## src/rtl/stop_watch_pkg.sv

```systemverilog
// stop_watch_pkg: shared state encoding, button indices, lap record layout and BCD limits
package stop_watch_pkg;
  typedef enum logic [1:0] {S_IDLE, S_RUN, S_PAUSE, S_OVF} state_t;
  localparam int BTN_START = 0;
  localparam int BTN_LAP = 1;
  localparam int BTN_CLR = 2;
  localparam int BTN_VIEW = 3;
  localparam logic [3:0] BCD_MAX_DEC = 4'd9;
  localparam logic [3:0] BCD_MAX_SEX = 4'd5;
  typedef struct packed {
    logic [7:0] min;
    logic [7:0] sec;
    logic [7:0] cs;
  } lap_t;
  localparam lap_t TIME_MAX = 24'h995999;
  function automatic logic [3:0] digit_max(input int i);
    return i == 3 ? BCD_MAX_SEX : BCD_MAX_DEC;
  endfunction
endpackage

```

## src/rtl/bcd_time_counter.sv

```systemverilog
// bcd_time_counter: MM:SS.cc BCD chain advancing one centisecond per tick, holding at 99:59.99
module bcd_time_counter
  import stop_watch_pkg::*;
(
  input  logic clk,
  input  logic reset_p,
  input  logic tick,
  input  logic clear,
  output lap_t value,
  output logic term
);
  logic [5:0] at_max;
  logic [6:0] carry;
  logic [23:0] nxt;
  assign carry[0] = 1'b1;
  for (genvar i = 0; i < 6; i++) begin : g_dig
    assign at_max[i] = value[4*i +: 4] == digit_max(i);
    assign carry[i+1] = carry[i] && at_max[i];
    assign nxt[4*i +: 4] = !carry[i] ? value[4*i +: 4] : at_max[i] ? 4'd0 : value[4*i +: 4] + 4'd1;
  end
  assign term = carry[6];
  // Advance on tick unless every digit already sits at its limit; clear returns to 00:00.00
  always_ff @(posedge clk)
    if (reset_p || clear) value <= '0;
    else if (tick && !term) value <= nxt;
endmodule

```

## src/rtl/stop_watch_lap_core.sv

```systemverilog
// stop_watch_lap_core: prescaled BCD stopwatch with FSM, circular lap buffer and browse view
module stop_watch_lap_core
  import stop_watch_pkg::*;
#(
  parameter int TICK_DIV = 1_250_000,
  parameter int LAP_DEPTH = 4,
  localparam int CW = $clog2(LAP_DEPTH + 1)
) (
  input  logic          clk,
  input  logic          reset_p,
  input  logic [3:0]    btn,
  output logic [15:0]   time_digit,
  output logic [7:0]    min_digit,
  output logic          running,
  output logic          ovf,
  output logic [CW-1:0] lap_count,
  output logic [CW-1:0] view_idx
);
  localparam int PW = TICK_DIV > 1 ? $clog2(TICK_DIV) : 1;
  localparam int MW = 1 << CW;
  state_t state, state_nxt;
  logic [PW-1:0] presc;
  logic [CW-1:0] wr_ptr, lap_cnt, view, rd_ptr;
  lap_t lap_mem [MW];
  lap_t live, shown;
  logic in_run, tick, term, clr, cap;
  bcd_time_counter u_cnt (
    .clk(clk),
    .reset_p(reset_p),
    .tick(tick),
    .clear(clr),
    .value(live),
    .term(term)
  );
  assign rd_ptr = wr_ptr >= view ? wr_ptr - view : wr_ptr + CW'(LAP_DEPTH) - view;
  assign shown = view == '0 ? live : lap_mem[rd_ptr];
  // State register
  always_ff @(posedge clk)
    if (reset_p) state <= S_IDLE;
    else state <= state_nxt;
  // Next state; overflow wins over a same-cycle stop in RUN
  always_comb begin
    state_nxt = state;
    case (state)
      S_IDLE:  state_nxt = btn[BTN_START] ? S_RUN : S_IDLE;
      S_RUN:   state_nxt = tick && term ? S_OVF : btn[BTN_START] ? S_PAUSE : S_RUN;
      S_PAUSE: state_nxt = clr ? S_IDLE : btn[BTN_START] ? S_RUN : S_PAUSE;
      default: state_nxt = clr ? S_IDLE : S_OVF;
    endcase
  end
  // Control decode: tick, legal clear and lap capture
  always_comb begin
    in_run = state == S_RUN;
    tick = in_run && presc == PW'(TICK_DIV - 1);
    clr = btn[BTN_CLR] && (state == S_PAUSE || state == S_OVF);
    cap = in_run && btn[BTN_LAP];
  end
  // Prescaler runs only in RUN and is held (not cleared) across PAUSE
  always_ff @(posedge clk)
    if (reset_p || clr) presc <= '0;
    else if (in_run) presc <= tick ? '0 : presc + PW'(1);
  // Lap buffer and browse index; capture records the pre-tick value and snaps view to live
  always_ff @(posedge clk)
    if (reset_p || clr) begin
      wr_ptr <= '0;
      lap_cnt <= '0;
      view <= '0;
      for (int k = 0; k < MW; k++) lap_mem[k] <= '0;
    end else if (cap) begin
      lap_mem[wr_ptr] <= live;
      wr_ptr <= wr_ptr == CW'(LAP_DEPTH - 1) ? '0 : wr_ptr + CW'(1);
      lap_cnt <= lap_cnt == CW'(LAP_DEPTH) ? lap_cnt : lap_cnt + CW'(1);
      view <= '0;
    end else if (btn[BTN_VIEW]) view <= view == lap_cnt ? '0 : view + CW'(1);
  // Registered outputs trail internal state by one cycle
  always_ff @(posedge clk)
    if (reset_p) begin
      {min_digit, time_digit} <= '0;
      running <= 1'b0;
      ovf <= 1'b0;
      lap_count <= '0;
      view_idx <= '0;
    end else begin
      {min_digit, time_digit} <= shown;
      running <= in_run;
      ovf <= state == S_OVF;
      lap_count <= lap_cnt;
      view_idx <= view;
    end
endmodule

```

## config.mk

```make
export PLATFORM = sky130hd
export DESIGN_NAME = stop_watch_lap_core
export DESIGN_NICKNAME = d
export VERILOG_FILES = /design/src/rtl/stop_watch_pkg.sv /design/src/rtl/bcd_time_counter.sv /design/src/rtl/stop_watch_lap_core.sv
export SDC_FILE = /design/constraint.sdc
export NUM_CORES = 1
export LEC_CHECK = 0
export BUFFER_PORTS_ARGS = -buffer_cell sky130_fd_sc_hd__buf_2
export CAP_MARGIN = 20
export CORE_UTILIZATION = 62
export CTS_CLUSTER_DIAMETER = 120
export DETAILED_ROUTE_END_ITERATION = 8
export PLACE_DENSITY = 0.79
export SLEW_MARGIN = 20
export SYNTH_ARGS = -nofsm -noshare
export SYNTH_HDL_FRONTEND = slang
export SYNTH_HIERARCHICAL = 1
export SYNTH_SLANG_ARGS = --single-unit
```

## constraint.sdc

```tcl
create_clock -name clk -period 4.5 [get_ports clk]
set_clock_uncertainty 0.2 [all_clocks]
set_input_delay 0.9 -clock clk [delete_from_list [all_inputs] [get_ports clk]]
set_output_delay 0.9 -clock clk [all_outputs]
set_load 0.005 [all_outputs]
```

**After elaboration in Yosys (flattened, before gate mapping)**

Memory sizes are Yosys's and may differ from the RTL's.
Cells that the tools add are included.
W data, S select, Z words.

- Memories: 1
- RAM bits: 192
- Bits of input ports: 6
- Register bits: 88
- Output and inout bits: 32
- Logic and storage cells: 95

- Order comparisons: 1
- Reduce and logical (&&, ||, !) cells: 23
- Multiplexer cells: 26
- $add $sub $neg: 13
- Bitwise logic cells: 1
- Equal/unequal tests: 13

Memories:

| memory | depth | width | read ports | clocked after memory_dff | write ports | RTL line | text |
|---|---|---|---|---|---|---|---|
| lap_mem | 8 | 24 | 1 | 0 | 8 | stop_watch_lap_core.sv:24 | `lap_t lap_mem [MW];` |

Operator list:

| kind | count |
|---|---|
| $mux W24 | 2 |
| $add A4 B1 Y4 const B | 6 |
| $mux W4 | 6 |
| $reduce_or A24 Y1 | 1 |
| $add A21 B1 Y21 const B | 1 |
| $eq A21 B21 Y1 const B | 1 |
| $mux W21 | 1 |
| $eq A4 B4 Y1 const B | 5 |
| $mux W3 | 4 |
| $reduce_and A2 Y1 | 6 |
| $logic_and A1 B1 Y1 | 10 |
| $mux W2 | 5 |
| $add A3 B1 Y3 const B | 3 |
| $mux W1 | 7 |
| $pmux W2 S3 | 1 |
| $sub A3 B3 Y3 | 2 |
| $eq A2 B2 Y1 const B | 2 |
| $eq A4 B3 Y1 const B | 1 |
| $add A3 B3 Y3 const B | 1 |
| $eq A3 B2 Y1 const B | 1 |
| $eq A3 B3 Y1 | 1 |
| $eq A3 B3 Y1 const B | 1 |
| $ge A3 B3 Y1 | 1 |
| $logic_not A3 Y1 | 1 |
| 6 further kinds | 7 |

**Longest topological paths before layout**

- Word-level depth: 9
- Mapped depth: 10
- Gate-level depth less buffers: 9

**By module**

The synthesis kept the hierarchy.

By module, submodules not included:

| module | area an instance (um^2) | sequential area each (um^2) | cells an instance | times used |
|---|---|---|---|---|
| stop_watch_lap_core | 11,628.7 | 7,046.8 | 854 | 1 |
| bcd_time_counter | 1,280.0 | 480.5 | 148 | 1 |

**Worst setup path after synthesis**

No wires, ideal clock.

- Path kind: in2reg
- Start point: input reset_p
- End point: memory lap_mem[7][0] in the netlist's numbering (enable)
- Buffers on the path: 1
- Stages: 4
- Arrival: 3.196 ns
- Data required time: 3.862 ns
- Setup slack: 0.665 ns
- Setup time: 0.438 ns
- Cells stage by stage: clkbuf_1 > nor2b_1 > nand3_2 > o21ai_0

RTL lines:

| what | RTL line | text |
|---|---|---|
| from (decl) | stop_watch_lap_core.sv:10 | `input logic reset_p,` |
| to (decl) | stop_watch_lap_core.sv:24 |  |

**Worst setup path in the final report**

- Start point: register presc[0]
- End point: register u_cnt/value[21] in the netlist's numbering

- Cells in the longest elaborated chain, start to end: 4

Ends and longest elaborated chain:

| what | RTL line | text |
|---|---|---|
| from (decl) | stop_watch_lap_core.sv:22 | `logic [PW-1:0] presc;` |
| from (signal assigned) | stop_watch_lap_core.sv:61 | `else if (in_run) presc <= tick ? '0 : presc + PW'(1);` |
| $eq A21 B21 Y1 | stop_watch_lap_core.sv:54 | `tick = in_run && presc == PW'(TICK_DIV - 1);` |
| $logic_and A1 B1 Y1 | stop_watch_lap_core.sv:54 |  |
| net tick | stop_watch_lap_core.sv:26 | `logic in_run, tick, term, clr, cap;` |
| $logic_and A1 B1 Y1 | bcd_time_counter.sv:25 | `else if (tick && !term) value <= nxt;` |
| $reduce_and A2 Y1 (no source line) | -- |  |
| to (signal assigned) | bcd_time_counter.sv:25 |  |
| to (decl) | bcd_time_counter.sv:9 | `output lap_t value,` |

The timed path passes the listed nets, and every way through them passes these cells.
A chain may end at the register's enable or synchronous reset.

==> flow_summary_export.csv <==
group,metric,value,unit
status,status,"finished, final reports clean",
detailed_routing,route.detailed.vias_per_inst,6.28,
critical_path,timing.critical_path.slowest_cell_delay,0.67,ns
cells_and_area,final_layout_size_suffix_gt1_share,17.4,%
pwr,clock_power_share,40.5,%
critical_path,critPathKind,"flip-flop to flip-flop",
clocking,clock_sink_count,280,
global_route,number_of_antenna_violations_at_the_first_check_in_global_routing,0,
clocking,cts_hold_repair.buffers,0,
logic_synthesis,yosys.area.top_type_share,44.7,%
floorplan,rows,52,
critical_path,cp_cell_sequence,"ha_1, nand3b_4, or3_4, nor3_1, inv_1, nor4_4, nand3_4, or3_1, a21oi_2",
timing,setup_viol_count_final,0,
detailed_routing,dr_total_vias,8338,
worst_hold_path,holdCritPathClass,"flip-flop to flip-flop",
clocking,max-clock-path-buffers,3,
logic_synthesis,synth_top_family_by_area,"simple AND/OR/NAND/NOR gates",
pwr,cellPowerDensity,402,mW/mm2
place,place.detailed.hpwl,17500,um
logic_synthesis,mean_cell_area_of_the_mapped_netlist,12.9,um2
pwr,pwr-share-comb,9.4,%
timing,slew_violations,0,
logic_synthesis,synth_compound_gate_area_share,7.16,%
clocking,cts_made_buffers,28,
critical_path,critical_path.reg2reg.startpoint,"presc[0]",
critical_path,r2r_slack,0.94,ns
floorplan,floorplan.core_area,0.0203,mm2
detailed_routing,drtIter0Drc,813,
pwr,sequentialPowerShare,50.1,%
critical_path,crit_end,"u_cnt/value[21]",
cells_and_area,most-common-layout-cells,"197 x and2_1, 192 x edfxtp_1, 97 x nor2_1",
cells_and_area,utilization_after_layout,70.5,%
run,maxCapViolations,0,
clocking,cts-root-buf,"clkbuf_16",
cells_and_area,nFillCells,1393,
detailed_routing,route.antenna.remaining_nets,0,
clocking,worst_setup_hold_path_clk_slew,0.06,ns
logic_synthesis,synth_xor_xnor_area_share,1.83,%
detailed_routing,drcViolationCount,0,
logic_synthesis,synth_cells,1002,
cells_and_area,mostFrequentLayoutCell,"and2_1",
logic_synthesis,postSynthNetCount,1020,
global_route,track_usage,28.3,%
logic_synthesis,synth_simple_gate_area_share,19.6,%
clocking,postCtsSetupRepairBufs,0,
clocking,post_cts.resized_instances,0,
cells_and_area,antenna_cells,0,
global_route,global_route.overflow_total,0,
critical_path,critical_path_arrival,3.82,ns
timing,fin_crit_sh,79.0,%
detailed_routing,post_drt_wl_per_cell,22.7,um
pwr,net-switching-power,1.30,mW
clocking,clock_latency_late_sink,0.53,ns
floorplan,design.portCount,38,
global_route,grt_pass1_vias,8349,
logic_synthesis,synth_sequential_area_ratio,58.3,%
critical_path,crit_buf_inv,1,
critical_path,reg2reg_depth,9,
detailed_routing,detail_route.wirelength,30100,um
logic_synthesis,synth-adder-area-share,1.28,%
cells_and_area,seq_area,0.00753,mm2
timing,setup_tns,0,ns
place,place_worst_setup_slack,1.00,ns
place,dpl.cell_count,1274,
logic_synthesis,synth_top_flop_cell,"edfxtp_1",
logic_synthesis,ys_types,65,
clocking,htreeDepth,1,
critical_path,critical_path.top_delay_family,"simple AND/OR/NAND/NOR gates",
cells_and_area,area_growth,10.9,%
pwr,switching_share,22.6,%
logic_synthesis,post_synth_mux_area_share,8.84,%
critical_path,timing.critical_path.required,4.76,ns
logic_synthesis,synth_area_leader_cell,"edfxtp_1",
cells_and_area,layout.cells.non_filler,1327,
logic_synthesis,async_flop_share,0,%
floorplan,die_height,146,um
critical_path,cp.depth,9,
timing,max-slew-margin-rel,25.7,%
cells_and_area,final_net_count,1053,
timing,unrepaired_setup_endpoints_after_global_routing,"false",
place,gpl.final_weighted_congestion,0.814,
global_route,grt_max_degree,38,
clocking,cts_tree,"yes",
logic_synthesis,most_area_consuming_cells_after_synthesis,"edfxtp_1 45%, dfxtp_1 14%, and2_1 9.5%",
logic_synthesis,number_of_synthesized_flops_with_an_enable_pin,192,
timing,fmax,281,MHz
logic_synthesis,yosys_warnings,6,
critical_path,worstSetupStartpoint,"presc[0]",
timing,tightest_pin_transition,1.11,ns
critical_path,cp_slowest_cell,"nor4_4",
critical_path,crit_fanout,11,
floorplan,floorplan.initialDensity,63.6,%
timing,layout_min_cycle_time,3.56,ns
logic_synthesis,synth_seq_cells,280,
place,io_buffer_count,37,
worst_hold_path,worstHoldPathCells,2,
floorplan,die_w,146,um
detailed_routing,drt_pass1_iterations,5,
pwr,p_leak,5.17,nW
pwr,internal_power,4.45,mW
critical_path,endpoint_kind,"flip-flop",
critical_path,worst_r2r_endpoint,"u_cnt/value[21]",
timing,setup_ws,0.943,ns
floorplan,fp.dieArea,0.0214,mm2
global_route,grt_first_pass_wirelength,46400,um
pwr,ir_drop,319,uV
timing,report.final.hold_viol_count,0,
cells_and_area,multi_input_area,0.00505,mm2
logic_synthesis,synthesis.area,0.0129,mm2
critical_path,critPathLaunchType,"flip-flop",
==> power by group through the flow <==
stage / registers [mW] / clock network [mW] / logic [mW]
after floorplan: 2.92 / 0 / 0.384
after global placement: 2.93 / 0 / 0.515
after detailed placement: 2.93 / 0 / 0.530
after CTS: 2.88 / 2.34 / 0.535
after global routing: 2.89 / 2.43 / 0.575
final: 2.88 / 2.33 / 0.540
==> cell type report <==
cell class | count | share of cell area [%]
Timing Repair Buffer | 63 | 2.80
Inverter | 17 | 0.446
Clock buffer | 45 | 6.12
Clock inverter | 7 | 0.411
Tap cell | 270 | 2.36
Sequential cell | 280 | 52.6
Multi-Input combinational cell | 645 | 35.3
==> cells in the mapped netlist, types with 3 or more instances <==
| library cell | instances |
|---|---|
| a2111oi_0 | 28 |
| a2111oi_1 | 20 |
| a21o_1 | 4 |
| a21oi_1 | 26 |
| a31oi_1 | 3 |
| and2_1 | 197 |
| and3b_1 | 4 |
| and4_1 | 3 |
| and4b_1 | 3 |
| buf_2 | 17 |
| buf_6 | 4 |
| clkbuf_1 | 35 |
| dfxtp_1 | 88 |
| edfxtp_1 | 192 |
| ha_1 | 10 |
| inv_1 | 17 |
| mux2i_1 | 6 |
| mux4_2 | 48 |
| nand2_1 | 27 |
| nand2b_1 | 4 |
| nand3_1 | 11 |
| nand4_1 | 12 |
| nand4b_1 | 5 |
| nor2_1 | 97 |
| nor2b_1 | 9 |
| nor3_1 | 8 |
| nor3b_1 | 5 |
| nor4_1 | 5 |
| o211ai_1 | 6 |
| o21ai_0 | 18 |
| o31ai_1 | 5 |
| or3_1 | 11 |
| or4_1 | 4 |
| xnor2_1 | 13 |
| xor2_1 | 14 |
==> per-layer routing <==
metal / up-vias / global-route usage, % / wire, um
met2: 349 / 48.8 / 15000
met5: - / 0 / 0
met1: 4141 / 37.0 / 12100
li1: 3782 / - / -
met3: 66 / 3.97 / 2080
met4: 0 / 9.64 / 942
==> worst min-delay path by stage <==
stage / start / endpoint / slack [ns]
6_report: presc[17] / presc[17] / 0.28
5_1_grt: presc[17] / presc[17] / 0.31
4_1_cts: presc[17] / presc[17] / 0.28
3_5_place_dp: presc[17] / presc[17] / 0.27
3_3_place_gp: presc[17] / presc[17] / 0.26
2_1_floorplan: presc[17] / presc[17] / 0.25
==> worst reg2reg max path, stage by stage (launching register included) <==
cell and delay (ns):
dfxtp_1 0.38, ha_1 0.24, nand3b_4 0.12, or3_4 0.49, nor3_1 0.56, inv_1 0.18
nor4_4 0.67, nand3_4 0.14, or3_1 0.37, a21oi_2 0.14
==> through the flow <==
stage                     total power, mW  cell area (um2)  hold WS [ns]
after floorplan                      3.31            12900         0.249
after global placement               3.44            13400         0.264
after detailed placement             3.46            13400         0.272
after CTS                            5.76            14300         0.283
after global routing                 5.89            14300         0.312
final                                5.75            14300         0.279
==> sequential cells by signal, indices dropped and copies added, names as in the netlist <==
register and cells:
lap_cnt 3, lap_count 3, lap_mem 192, min_digit 8, ovf 1, presc 21, running 1, state 2
time_digit 16, u_cnt/value 24, view 3, view_idx 3, wr_ptr 3
==> cell families (layout without fill, tap and decap cells) <==
logic type	after synthesis	count (layout)
flip-flops	280	280
AND/OR/NAND/NOR	430	430
buffers and inverters	77	132
AO/OA/AOI/OAI	122	122
XOR/XNOR	27	27
multiplexers	54	54
adder cells (fa/ha/maj)	12	12
Power figures use the tool's default switching activity.
